File: config.mk
export PLATFORM = sky130hd
export DESIGN_NAME = rt_scene_driver_flat
export DESIGN_NICKNAME = d
export VERILOG_FILES = /design/src/rtl/rt_pkg.sv /design/src/rtl/rt_scene_driver_if.sv /design/src/rtl/rt_cfg_regfile.sv /design/src/rtl/rt_scene_driver.sv /design/src/flat_wrapper.sv
export SDC_FILE = /design/constraint.sdc
export NUM_CORES = 2
export LEC_CHECK = 0
export CORE_ASPECT_RATIO = 0.5
export CORE_MARGIN = 2
export CORE_UTILIZATION = 45
export CTS_BUF_LIST = sky130_fd_sc_hd__clkbuf_4
export CTS_CLUSTER_DIAMETER = 100
export DETAILED_ROUTE_END_ITERATION = 10
export PLACE_DENSITY = 0.6
export SYNTH_ARGS = -nofsm -noshare
export SYNTH_HDL_FRONTEND = slang
export SYNTH_SLANG_ARGS = --single-unit
export TNS_END_PERCENT = 10
File: constraint.sdc
create_clock -name aclk -period 7.9 [get_ports aclk]
set_input_delay 1.185 -clock aclk [delete_from_list [all_inputs] [get_ports aclk]]
set_output_delay 1.185 -clock aclk [all_outputs]
set_load 0.005 [all_outputs]
File: src/rtl/rt_pkg.sv
// Shared definitions for the ray-tracing host driver: camera payload layout
// and the driver state encoding.
package rt_pkg;

  localparam int CameraPayloadSize = 27;

  localparam int OFF_IMAGE_WIDTH  = 1;
  localparam int OFF_IMAGE_HEIGHT = 2;
  localparam int OFF_PIXEL_00_LOC = 24;

  typedef enum logic [1:0] {
    ST_IDLE     = 2'd0,
    ST_SEND_CFG = 2'd1,
    ST_RECV_PIX = 2'd2,
    ST_FINISH   = 2'd3
  } drv_state_e;

endpackage

File: src/rtl/rt_scene_driver_if.sv
// AXI4-Stream link bundle used for both the config stream and the fragment stream.
interface rt_scene_driver_if #(
  parameter int WORD_LEN = 32
);
  logic                tvalid;
  logic [WORD_LEN-1:0] tdata;
  logic                tlast;
  logic                tready;

  modport master (output tvalid, output tdata, output tlast, input tready);
  modport slave  (input tvalid, input tdata, input tlast, output tready);
endinterface

File: src/rtl/rt_cfg_regfile.sv
// Camera payload register file: one write port, one streamed-word read port
// and a dedicated width/height read port.
module rt_cfg_regfile
  import rt_pkg::*;
#(
  parameter int WORD_LEN = 32
) (
  input  logic                aclk,
  input  logic                resetn,
  input  logic                we,
  input  logic [4:0]          waddr,
  input  logic [WORD_LEN-1:0] wdata,
  input  logic [4:0]          raddr,
  output logic [WORD_LEN-1:0] rdata,
  output logic [15:0]         width,
  output logic [15:0]         height
);

  logic [WORD_LEN-1:0] regs [CameraPayloadSize];

  always_ff @(posedge aclk or negedge resetn) begin
    if (!resetn) begin
      for (int i = 0; i < CameraPayloadSize; i++) regs[i] <= '0;
    end else if (we && (waddr < 5'(CameraPayloadSize))) begin
      regs[waddr] <= wdata;
    end
  end

  assign rdata  = (raddr < 5'(CameraPayloadSize)) ? regs[raddr] : '0;
  assign width  = regs[OFF_IMAGE_WIDTH][15:0];
  assign height = regs[OFF_IMAGE_HEIGHT][15:0];

endmodule

File: src/rtl/rt_scene_driver.sv
// Host-side driver: streams the camera payload to the coprocessor, then sinks
// the returned fragments into the frame buffer and checks count/tlast.
module rt_scene_driver
  import rt_pkg::*;
#(
  parameter int WORD_LEN      = 32,
  parameter int PAYLOAD_WORDS = 27,
  parameter int FB_AW         = 20
) (
  input  logic                aclk,
  input  logic                resetn,
  input  logic                cfg_we,
  input  logic [4:0]          cfg_addr,
  input  logic [WORD_LEN-1:0] cfg_wdata,
  input  logic                start,
  output logic                busy,
  output logic                done,
  output logic                err_dim,
  output logic                err_early,
  output logic                err_nolast,
  output logic [FB_AW-1:0]    pixel_count,
  rt_scene_driver_if.master   m_axis,
  rt_scene_driver_if.slave    s_axis,
  output logic                fb_we,
  output logic [FB_AW-1:0]    fb_addr,
  output logic [WORD_LEN-1:0] fb_wdata
);

  localparam logic [4:0] LAST_IDX = 5'(PAYLOAD_WORDS - 1);

  drv_state_e          state;
  logic [4:0]          idx;
  logic [FB_AW-1:0]    expected;
  logic                m_valid;
  logic                s_ready;
  logic [WORD_LEN-1:0] rd_word;
  logic [15:0]         width;
  logic [15:0]         height;
  logic [FB_AW-1:0]    area;
  logic [FB_AW-1:0]    cnt_next;
  logic                accept;
  logic                is_final;
  logic                is_early;

  rt_cfg_regfile #(.WORD_LEN(WORD_LEN)) u_regfile (
    .aclk   (aclk),
    .resetn (resetn),
    .we     (cfg_we && !busy),
    .waddr  (cfg_addr),
    .wdata  (cfg_wdata),
    .raddr  (idx),
    .rdata  (rd_word),
    .width  (width),
    .height (height)
  );

  assign area = FB_AW'({16'd0, width} * {16'd0, height});

  // idx only moves on a handshake, so tdata/tlast hold while the slave stalls
  assign m_axis.tvalid = m_valid;
  assign m_axis.tdata  = m_valid ? rd_word : '0;
  assign m_axis.tlast  = m_valid && (idx == LAST_IDX);
  assign s_axis.tready = s_ready;

  assign accept   = s_ready && s_axis.tvalid;
  assign cnt_next = pixel_count + FB_AW'(1);
  assign is_final = (cnt_next == expected);
  assign is_early = s_axis.tlast && (cnt_next < expected);

  always_ff @(posedge aclk or negedge resetn) begin
    if (!resetn) begin
      state       <= ST_IDLE;
      idx         <= '0;
      expected    <= '0;
      m_valid     <= 1'b0;
      s_ready     <= 1'b0;
      busy        <= 1'b0;
      done        <= 1'b0;
      err_dim     <= 1'b0;
      err_early   <= 1'b0;
      err_nolast  <= 1'b0;
      pixel_count <= '0;
      fb_we       <= 1'b0;
      fb_addr     <= '0;
      fb_wdata    <= '0;
    end else begin
      fb_we <= 1'b0;
      case (state)
        ST_IDLE: begin
          if (start) begin
            busy <= 1'b1;
            if (width == 16'd0 || height == 16'd0) begin
              err_dim <= 1'b1;
              state   <= ST_FINISH;
            end else begin
              expected    <= area;
              err_dim     <= 1'b0;
              err_early   <= 1'b0;
              err_nolast  <= 1'b0;
              pixel_count <= '0;
              idx         <= '0;
              m_valid     <= 1'b1;
              state       <= ST_SEND_CFG;
            end
          end
        end
        ST_SEND_CFG: begin
          if (m_valid && m_axis.tready) begin
            if (idx == LAST_IDX) begin
              m_valid <= 1'b0;
              s_ready <= 1'b1;
              idx     <= '0;
              state   <= ST_RECV_PIX;
            end else begin
              idx <= idx + 5'd1;
            end
          end
        end
        ST_RECV_PIX: begin
          if (accept) begin
            fb_we       <= 1'b1;
            fb_addr     <= pixel_count;
            fb_wdata    <= s_axis.tdata;
            pixel_count <= cnt_next;
            // done is raised here so it lines up with the final frame-buffer write
            if (is_final || is_early) begin
              s_ready <= 1'b0;
              done    <= 1'b1;
              busy    <= 1'b0;
              state   <= ST_FINISH;
              if (is_final && !s_axis.tlast) err_nolast <= 1'b1;
              if (!is_final)                 err_early  <= 1'b1;
            end
          end
        end
        ST_FINISH: begin
          // A dimension error arrives here without done; give it its pulse first
          if (done) begin
            done  <= 1'b0;
            state <= ST_IDLE;
          end else begin
            done <= 1'b1;
            busy <= 1'b0;
          end
        end
        default: state <= ST_IDLE;
      endcase
    end
  end

endmodule

File: src/flat_wrapper.sv
// flat-port wrapper written by rule: the top's interface ports become plain ports
module rt_scene_driver_flat import rt_pkg::*;
#(
  parameter int WORD_LEN      = 32,
  parameter int PAYLOAD_WORDS = 27,
  parameter int FB_AW         = 20
)
  (aclk, resetn, cfg_we, cfg_addr, cfg_wdata, start, busy, done, err_dim, err_early, err_nolast, pixel_count, fb_we, fb_addr, fb_wdata, m_axis_tvalid, m_axis_tdata, m_axis_tlast, m_axis_tready, s_axis_tvalid, s_axis_tdata, s_axis_tlast, s_axis_tready);
  rt_scene_driver_if #(.WORD_LEN(WORD_LEN)) m_axis_i ();
  rt_scene_driver_if #(.WORD_LEN(WORD_LEN)) s_axis_i ();
  input  logic aclk;
  input  logic resetn;
  input  logic cfg_we;
  input  logic [4:0] cfg_addr;
  input  logic [WORD_LEN-1:0] cfg_wdata;
  input  logic start;
  output logic busy;
  output logic done;
  output logic err_dim;
  output logic err_early;
  output logic err_nolast;
  output logic [FB_AW-1:0] pixel_count;
  output logic fb_we;
  output logic [FB_AW-1:0] fb_addr;
  output logic [WORD_LEN-1:0] fb_wdata;
  output wire logic [$bits(m_axis_i.tvalid)-1:0] m_axis_tvalid;
  output wire logic [$bits(m_axis_i.tdata)-1:0] m_axis_tdata;
  output wire logic [$bits(m_axis_i.tlast)-1:0] m_axis_tlast;
  input wire logic [$bits(m_axis_i.tready)-1:0] m_axis_tready;
  input wire logic [$bits(s_axis_i.tvalid)-1:0] s_axis_tvalid;
  input wire logic [$bits(s_axis_i.tdata)-1:0] s_axis_tdata;
  input wire logic [$bits(s_axis_i.tlast)-1:0] s_axis_tlast;
  output wire logic [$bits(s_axis_i.tready)-1:0] s_axis_tready;
  assign m_axis_tvalid = m_axis_i.tvalid;
  assign m_axis_tdata = m_axis_i.tdata;
  assign m_axis_tlast = m_axis_i.tlast;
  assign m_axis_i.tready = m_axis_tready;
  assign s_axis_i.tvalid = s_axis_tvalid;
  assign s_axis_i.tdata = s_axis_tdata;
  assign s_axis_i.tlast = s_axis_tlast;
  assign s_axis_tready = s_axis_i.tready;
  rt_scene_driver #(.WORD_LEN(WORD_LEN), .PAYLOAD_WORDS(PAYLOAD_WORDS), .FB_AW(FB_AW)) u_core (.aclk(aclk), .resetn(resetn), .cfg_we(cfg_we), .cfg_addr(cfg_addr), .cfg_wdata(cfg_wdata), .start(start), .busy(busy), .done(done), .err_dim(err_dim), .err_early(err_early), .err_nolast(err_nolast), .pixel_count(pixel_count), .m_axis(m_axis_i), .s_axis(s_axis_i), .fb_we(fb_we), .fb_addr(fb_addr), .fb_wdata(fb_wdata));
endmodule
After elaboration in Yosys (flattened, before gate mapping)

Cells that the tools add are included.

Register bits after elaboration: 971
Bits of input ports: 76
Output and inout port bits: 113
Logic and storage cells: 155

$add $sub $neg: 2
Multiply operators: 1
Order comparisons: 6
Equal/unequal tests: 15
Muxes and demuxes: 55
Bitwise logic cells: 3
Reduce and logical (&&, ||, !) cells: 32

Operator list:

| kind                    | count |
|---|---|
| $bwmux W864             | 1 |
| $bmux W32 S5            | 1 |
| $demux W32 S5           | 1 |
| $mux W32                | 5 |
| $mux W20                | 3 |
| $pmux W20 S2            | 1 |
| $logic_not A16 Y1       | 2 |
| $mux W1                 | 24 |
| $add A20 B1 Y20 const B | 1 |
| $eq A20 B20 Y1          | 1 |
| $lt A20 B20 Y1          | 1 |
| $mul A16 B16 Y20        | 1 |
| $mux W5                 | 4 |
| $reduce_and A6 Y1       | 3 |
| $reduce_and A5 Y1       | 3 |
| $mux W2                 | 7 |
| $ge A6 B6 Y1 const B    | 2 |
| $ne A2 B1 Y1 const B    | 6 |
| $not A5 Y6              | 2 |
| $lt A5 B5 Y1 const B    | 2 |
| $pmux W1 S2             | 5 |
| $pmux W5 S2             | 1 |
| $logic_and A1 B1 Y1     | 8 |
| $ne A2 B2 Y1 const B    | 4 |
| other kinds (16)        | 25 |

Depth between registers and ports, before layout

Depth in word-level cells: 7
Depth in mapped cells: 22
Gate-level depth less buffers: 20

Cells and area by module

A second synthesis with hierarchy kept.

Cell total of the unflattened synthesis: 4169
Area total of the unflattened synthesis: 51545.7 um2

Modules (own cells, without submodules):

| module          | times used | cells an instance | area each (um2) |
|---|---|---|---|
| rt_cfg_regfile  | 1          | 2973              | 40306.2 |
| rt_scene_driver | 1          | 1196              | 11239.5 |

Worst setup path after synthesis

Ideal clock, no wire load.

Path kind: flip-flop to flip-flop
Start: register u_core.u_regfile.regs, in the netlist u_core.u_regfile.height[1]
End: register u_core.expected[18]
Setup time: 0.135 ns
Arrival time: 5.524 ns
Setup slack: 2.241 ns
Cell stages (with the launch flop): 19
Buffers on the path: 2
Period minus slack after synthesis: 5.659 ns
Cells stage by stage: dfrtp_1 > clkbuf_1 > clkbuf_1 > nand2_1 > fa_1 > fa_1 > fa_1 > fa_1 > inv_1 > fa_1 > inv_1 > fa_1 > inv_1 > ha_1 > nand4_1 > or4b_2 > a31oi_1 > xnor2_1 > o21ai_0

Cells in the longest elaborated chain, start to end: 4

Ends and longest elaborated chain:

| element                                                                  | RTL line              | text |
|---|---|---|
| from (decl)                                                              | rt_cfg_regfile.sv:19  | `logic [WORD_LEN-1:0] regs [CameraPayloadSize];` |
| from (signal, indexed assignment)                                        | rt_cfg_regfile.sv:25  | `regs[waddr] <= wdata;` |
| parallel branches: the longest is 4 deep, another holds $mul A16 B16 Y20 | n/a                   |  |
| to (signal assigned)                                                     | rt_scene_driver.sv:96 | `expected <= area;` |
| to (decl)                                                                | rt_scene_driver.sv:33 | `logic [FB_AW-1:0] expected;` |

Several ways; the timed one is not identified.
A chain may end at the register's enable or synchronous reset.

Worst setup path after layout

Start: register u_core.idx[1]
End: output port m_axis_tdata[9]

Cells in the longest elaborated chain, start to end: 6

Ends and longest elaborated chain:

| element                                      | RTL line               | text |
|---|---|---|
| from (decl)                                  | rt_scene_driver.sv:32  | `logic [4:0] idx;` |
| from (signal assigned)                       | rt_scene_driver.sv:115 | `idx <= idx + 5'd1;` |
| $not A5 Y6 (not written as such)             | rt_cfg_regfile.sv:29   | `assign rdata = (raddr < 5'(CameraPayloadSize)) ? regs[raddr] : '0;` |
| $bmux W32 S5                                 | rt_cfg_regfile.sv:29   |  |
| $mux W32 (not written as such) (2 in series) | rt_cfg_regfile.sv:29   |  |
| $mux W32 *                                   | rt_cfg_regfile.sv:29   |  |
| $mux W32 *                                   | rt_scene_driver.sv:61  | `assign m_axis.tdata = m_valid ? rd_word : '0;` |
| to (decl)                                    | flat_wrapper.sv:27     | `output wire logic [$bits(m_axis_i.tdata)-1:0] m_axis_tdata;` |

Mark *: on every way between the ends. The rest lies on a longest branch, timed or not. The select of a mux whose other input is x is not followed.

==> flow_metrics.tcl <==
set metrics [dict create \
    status "finished clean" \
    start_kind "flop" \
    p_per_area_mw_per_mm2 287.6 \
    fp.coreArea_mm2 0.1104 \
    dieArea_mm2 0.1144 \
    synth_seq_cells 971 \
    cts.sinks 971 \
    hpwl_um 74370 \
    worstSkewPairLatency_ps 1140 \
    end_kind "primary output" \
    fin_crit_sh_pct 76.75 \
    cp_slowest_cell "nor2b_4" \
    grt_overflow_total 0 \
    synth_top_area_cell "dfrtp_1" \
    synth-async-reset-ratio_pct 100.0 \
    start_util_pct 45.48 \
    syn2layout_area_growth_pct 11.91 \
    path_class "flop to primary output" \
    first_pass_iters 5 \
    rows 86 \
    finClkSkew_ps 58.23 \
    max_slew.worst_pin.slew_ps 1326 \
    synth_area_leaders "dfrtp_1, mux2_2, mux4_2, fa_1, nand2_1" \
    cts-root-buf "clkbuf_4" \
    path_clk_slew_ps 70 \
    grt_pass1_vias 33582 \
    cts_tree "done" \
    fillCellCount 9592 \
    gp_congestion 0.7972 \
    synth_nets 4059 \
    ys_seq_area_share_pct 48.39 \
    gr-usage-all-layers_pct 23.21 \
    drt_wl_total_um 129200 \
    max_slew_margin_pct 11.38 \
    numPortBuffers 188 \
    synthFlopType "dfrtp_1" \
    min_period_ps 6063 \
    rrSetupSlack_ps 1970 \
    drv_slew 0 \
    crit_required_ps 6710 \
    setup_viol 0 \
    crit_chain "nor2b_4 > a21oi_1 > a211oi_1 > a21oi_1 > a211oi_1 > clkdlybuf4s50_1" \
    final_common_cell "dfrtp_1" \
    synth_area_mm2 0.05021 \
    crit_buf_inv 1 \
    synth_area_per_cell_um2 13.33 \
    hold_path.class "flop to flop" \
    cts_buffer_depth 3 \
    fmaxAchievable_mhz 164.9 \
    antenna_found_initial 5 \
    cts.htree.levels 4 \
    cap_violations 0 \
    yosysTopAreaCellShare_pct 48.39 \
    pre_cts_ws_ps 2002 \
    drc 0 \
    leakage_nw 26.17 \
    synth_cells 3768 \
    num_vias 31179 \
    crit_arrival_ps 4880 \
    worst_slack_ps 1837 \
    cp_max_fo 37 \
    ys_types 63 \
    die_y_um 240.2 \
    slowest_delay_ps 940 \
    drive_gt1_share_pct 37.18 \
    grt_pass1_wl_um 203300 \
    cts_resized 0 \
    fin_setup_tns_ps 0 \
    grt_max_degree 182 \
    hold_viol_final 0 \
    detail_route.wl_per_cell_um 23.07 \
    ios 189 \
    ant_nets 0 \
    drtIter0Drc 1907 \
    path_delay_family "compound AO/OA/AOI/OAI gates" \
    layout_common_cells "dfrtp_1, mux2_2, clkbuf_4, nand2_1, mux4_2" \
    die_width_um 476.4 \
    whs_ps 471.0 \
    yosys_warnings 0 \
    synth_edf_count 0 \
    nNetsFinal 4219 \
    rsz0062_at_grt "no" \
    ir_drop_v 0.0002326 \
    cts_buffers 223 \
    fin_util_pct 50.90 \
    via_per_inst 5.568 \
]
## metal layers
layer	vias to the layer above	GRT usage (%)	share of wire [%]
met4	0	8.033	2.0
met1	16581	31.59	46
li1	13705	-	-
met3	182	4.002	4.4
met2	711	37.89	48
met5	-	0	0
## through the flow
| stage | total power, mW | cells | area, um2 |
|---|---|---|---|
| floorplan | 10.62 | 3768 | 50210 |
| detailed placement | 12.29 | 5198 | 53360 |
| CTS | 16.38 | 5595 | 56180 |
| global placement | 12.11 | 5198 | 53360 |
| finish | 16.16 | 5600 | 56190 |
| global route | 17.26 | 5600 | 56190 |
## final timing paths
check / endpoint / cells after the start / start
hold / removal: u_core.fb_addr[19] / 2 / u_core.fb_addr[19]
setup / recovery: m_axis_tdata[9] / 6 / u_core.idx[1]
max in group asynchronous: u_core.u_regfile.regs[204] / 4 / resetn
hold reg to reg: u_core.fb_addr[19] / 2 / u_core.fb_addr[19]
min in group asynchronous: u_core.expected[5] / 2 / resetn
setup reg to reg: u_core.expected[18] / 16 / u_core.u_regfile.height[1]
## power by group
group | internal [mW] | switching [mW] | total, mW
sequential | 6.16 | 0.848 | 7.01
combinational | 2.74 | 2.38 | 5.13
clock | 1.92 | 2.11 | 4.03
total | 10.8 | 5.34 | 16.2
## area by class of cell
type | count | area (um2) | share of cell area (%)
antenna | 5 | 12.51 | 0.02227
clock buffer | 322 | 2417 | 4.302
clock inverter | 74 | 385.4 | 0.6858
inverter | 200 | 750.7 | 1.336
multi-input combinational | 2292 | 24070 | 42.83
sequential | 971 | 24320 | 43.28
tap | 1496 | 1872 | 3.331
timing repair buffer | 240 | 2367 | 4.213
## sequential cells by signal, indices dropped and copies added (netlist names), 2 cells and up
name                     cells
u_core.state                 2
u_core.u_regfile.regs      832
u_core.fb_addr              20
u_core.u_regfile.width      16
u_core.pixel_count          20
u_core.idx                   5
u_core.expected             20
u_core.fb_wdata             32
u_core.u_regfile.height     16
## tightest hold or removal path, cell delays in order (launching register included)
cell     delay [ps]
dfrtp_1         340
nand2_1          50
nand2_1          50
## cells by family (layout without fill, tap and decap cells)
kind of cell    count (synthesis)  after routing  share of synthesized area [%]
mux                          1128           1128                          30.24
flops                         971            971                          48.39
compound gates                255            255                          3.160
simple gates                  635            635                          5.789
buf+inv                       505            836                          4.047
xor+xnor                       59             59                          1.057
fa+ha+maj                     215            215                          7.316
other cells                     0              5                              0
## Yosys cell counts, types with 4 or more instances
cell,count
dfrtp_1,971
mux2_2,860
nand2_1,314
mux4_2,224
inv_1,199
clkbuf_1,181
nor2_1,133
fa_1,131
and2_1,99
a21oi_1,88
ha_1,84
buf_2,76
a211oi_1,65
o21ai_0,47
buf_1,40
mux2i_1,34
xnor2_1,34
xor2_1,24
a21o_1,18
nand3_1,14
nor4_1,11
mux2_1,10
nand4_1,10
nor2b_1,9
nor3_1,8
o31ai_1,7
a31oi_1,6
nand2b_1,6
a22o_1,5
buf_4,5
nor3b_1,4
## timing repair
item                                   in CTS  in global routing
setup buffers                               0                  0
hold buffers                                1                  0
endpoints found under the hold margin      77                  0
Power figures use the tool's default switching activity.
